[src/rtl/common_pseudo_lru_tree_binw.sv]
`default_nettype none
// ============================================================================
//  Module   : common_pseudo_lru_tree_binw
//  Purpose  : Multi-set binary-tree pseudo-LRU victim selector. Each set holds
//             P_COUNT-1 tree bits in heap order (node 1 = root, children of
//             node i are 2i and 2i+1, way 0 is the leftmost leaf). A node bit
//             of 0 points the victim into the left subtree, 1 into the right.
//             Touches steer every node on the touched way's path away from it.
//             Queries return a registered victim one cycle later. The victim
//             is the lowest invalid way when any way is invalid, otherwise the
//             tree victim.
//  Ports    : clk      - clock, all state updates on the rising edge
//             reset    - synchronous active-high reset
//             wset     - set index of a touch
//             waddr    - binary way index of a touch
//             wen      - touch strobe
//             qset     - set index of a victim query
//             qinvalid - per-way invalid mask for the query set
//             qen      - query strobe
//             qvalid   - victim result valid (one cycle after qen)
//             qaddr    - binary victim way
//             qfrominv - victim was taken from qinvalid, not from the tree
//  Revision : 1.0 - initial release
// ============================================================================
module common_pseudo_lru_tree_binw #(
   parameter int SUBJECT_COUNT_LOG2 = 2,
   parameter int SET_COUNT_LOG2     = 2
) (
   input  logic                                              clk,
   input  logic                                              reset,
   input  logic [((SET_COUNT_LOG2 > 0) ? SET_COUNT_LOG2 : 1)-1:0] wset,
   input  logic [SUBJECT_COUNT_LOG2-1:0]                     waddr,
   input  logic                                              wen,
   input  logic [((SET_COUNT_LOG2 > 0) ? SET_COUNT_LOG2 : 1)-1:0] qset,
   input  logic [(1 << SUBJECT_COUNT_LOG2)-1:0]              qinvalid,
   input  logic                                              qen,
   output logic                                              qvalid,
   output logic [SUBJECT_COUNT_LOG2-1:0]                     qaddr,
   output logic                                              qfrominv
);

   localparam int c_L       = SUBJECT_COUNT_LOG2;
   localparam int c_P_COUNT = 1 << SUBJECT_COUNT_LOG2;
   localparam int c_S_COUNT = 1 << SET_COUNT_LOG2;
   localparam int c_SET_W   = (SET_COUNT_LOG2 > 0) ? SET_COUNT_LOG2 : 1;
   localparam logic [SUBJECT_COUNT_LOG2-1:0] c_ROOT = 1;

   // Tree bits per set, indexed directly by heap node number (1..P_COUNT-1).
   logic [c_P_COUNT-1:1] r_tree [c_S_COUNT];

   logic [c_SET_W-1:0]   w_wset_idx;
   logic [c_SET_W-1:0]   w_qset_idx;
   logic [c_P_COUNT-1:1] w_qtree;
   logic [c_P_COUNT-1:1] w_path_mask;
   logic [c_P_COUNT-1:1] w_path_val;
   logic [c_L-1:0]       w_tree_victim;
   logic [c_L-1:0]       w_inv_idx;
   logic                 w_any_inv;

   logic                 r_qvalid;
   logic [c_L-1:0]       r_qaddr;
   logic                 r_qfrominv;

   // With a single set the set indices carry no information.
   generate
      if (SET_COUNT_LOG2 == 0) begin : g_single_set
         logic w_unused_sets;
         assign w_wset_idx    = '0;
         assign w_qset_idx    = '0;
         assign w_unused_sets = ^{wset, qset};
      end else begin : g_multi_set
         assign w_wset_idx = wset;
         assign w_qset_idx = qset;
      end
   endgenerate

   assign w_qtree = r_tree[w_qset_idx];

   // Touch path: node (2^l + p) at level l lies on the path of waddr when the
   // top l bits of waddr equal p. Its new value points to the sibling subtree,
   // i.e. the inverse of the branch bit waddr takes at that level.
   generate
      for (genvar l = 0; l < c_L; l++) begin : g_path_lvl
         for (genvar p = 0; p < (1 << l); p++) begin : g_path_node
            localparam int c_NODE = (1 << l) + p;
            assign w_path_mask[c_NODE] = ((waddr >> (c_L - l)) == c_L'(p));
            assign w_path_val[c_NODE]  = ~waddr[c_L-1-l];
         end
      end
   endgenerate

   // Tree walk: each level reads the bit of the current node, which is the
   // next victim address bit (MSB first), and descends to child 2n + bit.
   generate
      for (genvar l = 0; l < c_L; l++) begin : g_walk
         logic [c_L-1:0] node;
         logic           bit_v;
         if (l == 0) begin : g_root
            assign node = c_ROOT;
         end else begin : g_child
            assign node = {g_walk[l-1].node[c_L-2:0], g_walk[l-1].bit_v};
         end
         assign bit_v               = w_qtree[node];
         assign w_tree_victim[c_L-1-l] = bit_v;
      end
   endgenerate

   // Lowest set bit of the invalid mask.
   always_comb begin
      w_inv_idx = '0;
      for (int i = c_P_COUNT - 1; i >= 0; i--) begin
         if (qinvalid[i]) begin
            w_inv_idx = c_L'(i);
         end
      end
   end

   assign w_any_inv = |qinvalid;

   always_ff @(posedge clk) begin
      if (reset) begin
         for (int s = 0; s < c_S_COUNT; s++) begin
            r_tree[s] <= '0;
         end
      end else if (wen) begin
         r_tree[w_wset_idx] <= (r_tree[w_wset_idx] & ~w_path_mask) |
                               (w_path_val & w_path_mask);
      end
   end

   // The query reads the tree before this edge's touch lands, so a same-edge
   // touch is not reflected in the result.
   always_ff @(posedge clk) begin
      if (reset) begin
         r_qvalid   <= 1'b0;
         r_qaddr    <= '0;
         r_qfrominv <= 1'b0;
      end else begin
         r_qvalid <= qen;
         if (qen) begin
            r_qaddr    <= w_any_inv ? w_inv_idx : w_tree_victim;
            r_qfrominv <= w_any_inv;
         end
      end
   end

   assign qvalid   = r_qvalid;
   assign qaddr    = r_qaddr;
   assign qfrominv = r_qfrominv;

endmodule
`default_nettype wire

[config.mk]
export PLATFORM = sky130hd
export DESIGN_NAME = common_pseudo_lru_tree_binw
export DESIGN_NICKNAME = d
export VERILOG_FILES = /design/src/rtl/common_pseudo_lru_tree_binw.sv
export SDC_FILE = /design/constraint.sdc
export NUM_CORES = 1
export LEC_CHECK = 0
export CORE_MARGIN = 3
export CORE_UTILIZATION = 45
export CTS_CLUSTER_DIAMETER = 100
export CTS_CLUSTER_SIZE = 14
export DETAILED_ROUTE_END_ITERATION = 8
export PLACE_DENSITY = 0.77
export RECOVER_POWER = 50
export SETUP_SLACK_MARGIN = 0.05
export SLEW_MARGIN = 10
export SYNTH_ARGS = -nofsm -noshare
export SYNTH_HDL_FRONTEND = slang
export SYNTH_SLANG_ARGS = --single-unit
[constraint.sdc]
create_clock -name clk -period 2.49 [get_ports clk]
set_input_delay 0.3735 -clock clk [delete_from_list [all_inputs] [get_ports clk]]
set_output_delay 0.3735 -clock clk [all_outputs]
set_load 0.01 [all_outputs]
# Yosys cells after proc, flatten, opt, wreduce, memory -nomap -nowiden
# Memories as Yosys holds them, arrays and structs flattened.
# Cells that the tools add are included.
[word_totals] register_bits=4 ramBits=12 in_bits=14 out_inout_bits=4 elab_cells=29 memories=1
[op_classes] magnitude_cmp=1 muxes=15 bitwise=6 n_reduce_logical=3
[memory_table] name="r_tree" words=4 width=3 rd=2 rd_ports_with_merged_regs=0 write_ports=4 line_no="49" source="logic [c_P_COUNT-1:1] r_tree [c_S_COUNT];"
[ops] operator="$mux W2" count=6
[ops] operator="$mux W1" count=8
[ops] operator="$and A3 B3 Y3" count=2
[ops] operator="$reduce_or A4 Y1" count=1
[ops] operator="$lt A2 B3 Y1 const B" count=1
[ops] operator="$mux W3" count=1
[ops] operator="$not A3 Y3" count=1
[ops] operator="$or A3 B3 Y3" count=1
[ops] operator="$reduce_or A3 Y1" count=1
[ops] operator="$logic_not A2 Y1" count=1
[ops] operator="$not A1 Y1" count=2

# Longest topological paths before layout
# Gate-level depths: netlist of the first run.
[depth] depth_word=5 mapped_depth=5 depth_no_buf=4

# Least setup slack after synthesis of the first run
# OpenSTA, ideal clock, no wires.
[synth_path] kind="input to register" startpoint="input port wset[0] in the netlist's numbering" endpoint="memory r_tree[0][1] in the netlist's numbering, data pin" setup_ps=263 arrival_time_ps=1438 required_ps=2227 slack_ps=789 path_stages=4 path_buffers=1 path_cell_list="clkbuf_1 > mux4_2 > a21oi_1 > nor2_1"
[synth_rtl] item="from (decl)" line_no="31" source="input logic [((SET_COUNT_LOG2 > 0) ? SET_COUNT_LOG2 : 1)-1:0] wset,"
[synth_rtl] item="to (decl)" line_no="49"

==> results of run 1 <==
## logic make-up after synthesis
logic type | count (synthesis) | share of synthesized area [%]
flops | 16 | 55.61
simple gates | 31 | 18.17
mux | 9 | 18.17
buf+inv | 6 | 2.843
compound gates | 6 | 5.215
## worst min-delay path: stages, from the launching register on
cell and delay (ns):
dfxtp_1 0.32, nand2_1 0.05, a31oi_1 0.06
## area by class of cell
cell class	count	area (um2)	area share [%]
clock buffers	4	36.28	3.589
repair buffers	18	173.9	17.20
inverters	3	11.26	1.114
multi-input cells	46	329.1	32.55
well taps	16	20.02	1.980
flip-flops and latches	16	440.4	43.56
## registers in the layout, summed over array words and instances (netlist names)
| signal | cells |
|---|---|
| r_tree | 12 |
| qaddr | 2 |
| qvalid | 1 |
| qfrominv | 1 |
## metrics by stage
step           hold slack (ns)  cell area (um2)  setup WS, ns
6_report                0.4705             1011        0.5628
3_3_place_gp            0.4552            978.4        0.2755
3_5_place_dp            0.4533            978.4        0.2392
4_1_cts                 0.4680             1015        0.5543
2_1_floorplan           0.4904            792.0        0.7888
5_1_grt                 0.4933             1011        0.4416
## cell usage after synthesis, drive strengths merged
cell type / number
edfxtp: 12
mux4: 4
clkbuf: 3
nand2: 3
mux2i: 5
nor3: 3
o21bai: 1
a31o: 1
a2bb2oi: 1
or3: 3
a21oi: 2
nand2b: 3
or4: 1
dfxtp: 4
or3b: 1
nor2: 17
inv: 3
a31oi: 1
## path summary, 6_finish.rpt
| check | end | depth (start not counted) |
|---|---|---|
| setup / recovery | r_tree[0][1]$_SDFFCE_PN0P_ | 4 |
| hold / removal | qaddr[0]$_SDFFE_PP0P_ | 2 |
| setup reg to reg | qaddr[0]$_SDFFE_PP0P_ | 4 |
| hold reg to reg | qaddr[0]$_SDFFE_PP0P_ | 2 |
## layer usage
metal	vias up	GRT usage (%)	wire length, um
li1	284	-	-
met1	286	17.10	654
met2	25	26.91	791
met3	2	5.263	122
met4	0	11.29	15
met5	-	0	0
## power by group through the flow
stage | Clock, uW | Combinational (uW) | Sequential (uW)
global route | 185 | 90.9 | 314
finish | 174 | 83.6 | 312
detailed placement | 0 | 85.7 | 319
global placement | 0 | 83.6 | 319
floorplan | 0 | 43.5 | 317
CTS | 175 | 86.2 | 313
==> results.json, run 1 <==
{
  "outcome": "finished, final reports clean",
  "port_buffers": 17,
  "min_from": "qaddr[0]$_SDFFE_PP0P_",
  "switchingPower_uw": 129.4,
  "gp_congestion": 0.8650,
  "vias_per_cell": 5.796,
  "slew_viol_final": 0,
  "cts.clk_slew.worst_paths_ns": 0.09,
  "yosysWarnings": 0,
  "drive_gt1_share_pct": 10.34,
  "final_common_cell": "nor2_1",
  "clock-sinks": 16,
  "antenna_found_initial": 0,
  "netlist_area_um2": 792.0,
  "grt.total_usage_pct": 16.18,
  "p_int_uw": 440.1,
  "dp_cells": 99,
  "post_drt_wl_per_cell_um": 15.37,
  "maxCapViolCount": 0,
  "setup_viol": 0,
  "power.density_nw_per_um2": 563.3,
  "postCtsResizedCells": 0,
  "ys_top_cells_by_area": "edfxtp_1 (45%), dfxtp_1 (10%), mux4_2 (8.5%)",
  "endpoint_kind": "register",
  "overflow": 0,
  "syn_avg_cell_area_um2": 11.65,
  "initial_core_util_pct": 50.24,
  "clkPwrFrac_pct": 30.5,
  "clock_latency_ns": 0.29,
  "synth_top_cell_by_area": "edfxtp_1",
  "cts_max_path_buffers": 2,
  "maxSlewHeadroom_pct": 75.02,
  "dieArea_um2": 2299,
  "vdd_ir_drop_max_uv": 317.3,
  "ctsHtreeMaxLevel": 1,
  "mostFrequentLayoutCells": "nor2_1 (17), clkdlybuf4s50_1 (13), edfxtp_1 (12)",
  "synth_cell_types": 19,
  "dr.pass1.iters": 4,
  "final_core_util_pct": 64.13,
  "timing.setup.tns_ns": 0,
  "timing.fmax_mhz": 518.9,
  "crit_chain": "clkdlybuf4s50_1 -> mux4_2 -> a21oi_1 -> nor2_1",
  "drtAntennaViolNets": 0,
  "cp.arrival_ns": 1.97,
  "swShare_pct": 22.72,
  "hold_violations": 0,
  "p_comb_share_pct": 14.7,
  "root_buffer": "clkbuf_4",
  "routed_wl_mm": 1.583,
  "io_pins": 18,
  "grt_pass1_wl_mm": 2.380,
  "post-route-min-period_ns": 1.927,
  "r2r_slack_ns": 0.84,
  "vias": 597,
  "critPathKind": "primary input to register",
  "critPathMaxFanout": 7,
  "synth-seq-cells": 16,
  "worst-endpoint-required_ns": 2.53,
  "netlist.area_leader.share_pct": 45.50,
  "period_share_pct": 77.40,
  "drt_iter0_markers": 16,
  "finalPower_uw": 569.5,
  "synth.yosys.seq_area_share_pct": 55.61,
  "cts_made_buffers": 3,
  "rsz0062_at_grt": "no",
  "cpMaxStageDelayCell": "clkdlybuf4s50_1",
  "core-area_um2": 1577,
  "fp.dieH_um": 47.95,
  "critPathLaunch": "wset[0]",
  "crit_buf_inv": 1,
  "layout.cells.non_filler": 103,
  "syn_to_final_growth_pct": 27.65,
  "syn_inst": 68,
  "p_leak_uw": 0.0003892,
  "grt_start_max_net_pins": 10,
  "grt_pass1_vias": 558,
  "die_x_um": 47.95,
  "cts_tree": "yes",
  "skew_ns": 0.002680,
  "cts_setup_buffers": 0,
  "cts_hold_buffers": 0,
  "worst_pin_slew_ns": 0.3643,
  "crit_family": "buffers and inverters",
  "antenna_cells_inserted": 0,
  "sequentialPowerShare_pct": 54.8,
  "start_kind": "primary input",
  "cpPeakStageDelay_ns": 0.62,
  "syn-num-nets": 82,
  "dp_hpwl_mm": 1.233,
  "r2r_start": "r_tree[2][0]$_SDFFCE_PN0P_",
  "num_rows": 14,
  "fillers": 136,
  "nets": 102,
  "drc_errors": 0,
  "hold_path_class": "register to register"
}
Note: power is estimated with default switching activity, not from simulation.
==> run 2, diff against run 1 <==
- clock period: 2.49 -> 1.9 ns (I/O delays scaled with it)
==> results.json, run 2 (synthesis results as in run 1) <==
{
  "dr.pass1.iters": 4,
  "maxCapViolCount": 0,
  "dp_hpwl_mm": 1.332,
  "drc_errors": 0,
  "layout.cells.non_filler": 111,
  "start_kind": "primary input",
  "vdd_ir_drop_max_uv": 462.8,
  "hold_path_class": "register to register",
  "worst_pin_slew_ns": 0.3132,
  "rr_worst_depth": 4,
  "gp_congestion": 0.8188,
  "endpoint_kind": "register",
  "port_buffers": 17,
  "dieArea_um2": 2299,
  "outcome": "finished, final reports clean",
  "cts_max_path_buffers": 2,
  "antenna_cells_inserted": 0,
  "cts_setup_buffers": 0,
  "num_rows": 14,
  "dp_slack_ns": -0.1230,
  "drtAntennaViolNets": 0,
  "clock-sinks": 16,
  "r2r_start": "r_tree[0][0]$_SDFFCE_PN0P_",
  "drt_iter0_markers": 18,
  "cts_hold_buffers": 0,
  "mostFrequentLayoutCells": "nor2_1 (17), clkdlybuf4s50_1 (12), edfxtp_1 (12)",
  "io_pins": 18,
  "overflow": 0,
  "root_buffer": "clkbuf_4",
  "fp.dieH_um": 47.95,
  "r2r_slack_ns": 0.23,
  "reg2reg_to": "qaddr[0]$_SDFFE_PP0P_",
  "cts.clk_slew.worst_paths_ns": 0.09,
  "initial_core_util_pct": 50.24,
  "cp.arrival_ns": 1.95,
  "holdPathEnd": "qaddr[0]$_SDFFE_PP0P_",
  "rsz0062_at_grt": "no",
  "whs_path_depth": 2,
  "antenna_found_initial": 0,
  "final_common_cell": "nor2_1",
  "hold_violations": 0,
  "timing.fmax_mhz": 578.6,
  "vias_per_cell": 5.757,
  "fin_ws_ns": 0.1716,
  "dp_cells": 107,
  "setup_viol": 0,
  "critPathMaxFanout": 2,
  "nets": 110,
  "regMostFlops": "r_tree",
  "maxSlewHeadroom_pct": 79.08,
  "skew_ns": 0.001007,
  "p_leak_uw": 0.0004200,
  "ctsHtreeMaxLevel": 1,
  "multi_input_area_um2": 329.1,
  "vias": 639,
  "area.sequential_um2": 440.4,
  "min_from": "qaddr[0]$_SDFFE_PP0P_",
  "worst-endpoint-required_ns": 2.12,
  "grt.total_usage_pct": 17.02,
  "core-area_um2": 1577,
  "routed_wl_mm": 1.642,
  "cts_made_buffers": 3,
  "final_core_util_pct": 67.46,
  "slew_viol_final": 0,
  "postCtsResizedCells": 0,
  "syn_to_final_growth_pct": 34.28,
  "period_share_pct": 90.97,
  "grt_pass1_vias": 598,
  "largest_reg_flops": 12,
  "power.density_nw_per_um2": 707.8,
  "drive_gt1_share_pct": 15.79,
  "die_x_um": 47.95,
  "post_drt_wl_per_cell_um": 14.79,
  "critPathKind": "primary input to register",
  "fillers": 131,
  "cts_tree": "yes",
  "clock_latency_ns": 0.28,
  "grt_pass1_wl_mm": 2.532,
  "post-route-min-period_ns": 1.728,
  "grt_start_max_net_pins": 10
}
[run 2: cell types whose count changed in the layout (fill, tap and decap cells not counted), sizes merged]
| cell | delta |
|---|---|
| buf | +6 |
| clkbuf | +2 |
| clkdlybuf4s50 | -1 |
| dlygate4sd3 | +1 |
[run 2: metal layers]
metal,track usage (%),wire length [um],up-vias
met5,0,0,-
met4,8.065,27,0
met3,4.887,132,4
met2,30.08,825,29
met1,18.51,656,299
li1,-,-,307
[run 2: how the worst max path moves through the flow]
stage	from	to	slack [ns]	depth (start not counted)
global placement	wset[0]	r_tree[0][2]$_SDFFCE_PN0P_	-0.07	5
finish	qen	qaddr[0]$_SDFFE_PP0P_	0.17	5
detailed placement	wset[0]	r_tree[2][1]$_SDFFCE_PN0P_	-0.12	4
CTS	wset[0]	r_tree[2][1]$_SDFFCE_PN0P_	0.18	4
floorplan	wset[0]	r_tree[0][1]$_SDFFCE_PN0P_	0.29	4
global route	qen	qaddr[0]$_SDFFE_PP0P_	0.1	5
[run 2: worst max-delay path, cell delays in order]
cell           delay (ns)
dlygate4sd3_1        0.55
inv_1                0.07
or3_1                0.40
or4_1                0.48
a31oi_1              0.17
[run 2: metrics by stage]
stage                     hold slack (ns)  area [um2]  setup TNS, ns  total power (uW)
after floorplan                    0.4517       792.0              0             472.5
after global placement             0.4535        1039        -0.5198             542.1
after detailed placement           0.4572        1039        -0.8867             545.5
after CTS                          0.4716        1075              0             767.2
after global routing               0.5022        1064              0             789.9
final                              0.4685        1064              0             752.7
[run 2: where the power goes]
group	leakage [uW]	internal (uW)	switching, uW
sequential	0.000156	398	11.4
combinational	0.000243	72.8	50.8
clock	0.0000210	117	104
[run 2: final cells by class]
cell class	instances	area share [%]
Sequential cell	16	41.41
Inverter	3	1.059
Multi-Input combinational cell	46	30.94
Timing Repair Buffer	26	21.29
Clock buffer	4	3.412
Tap cell	16	1.882
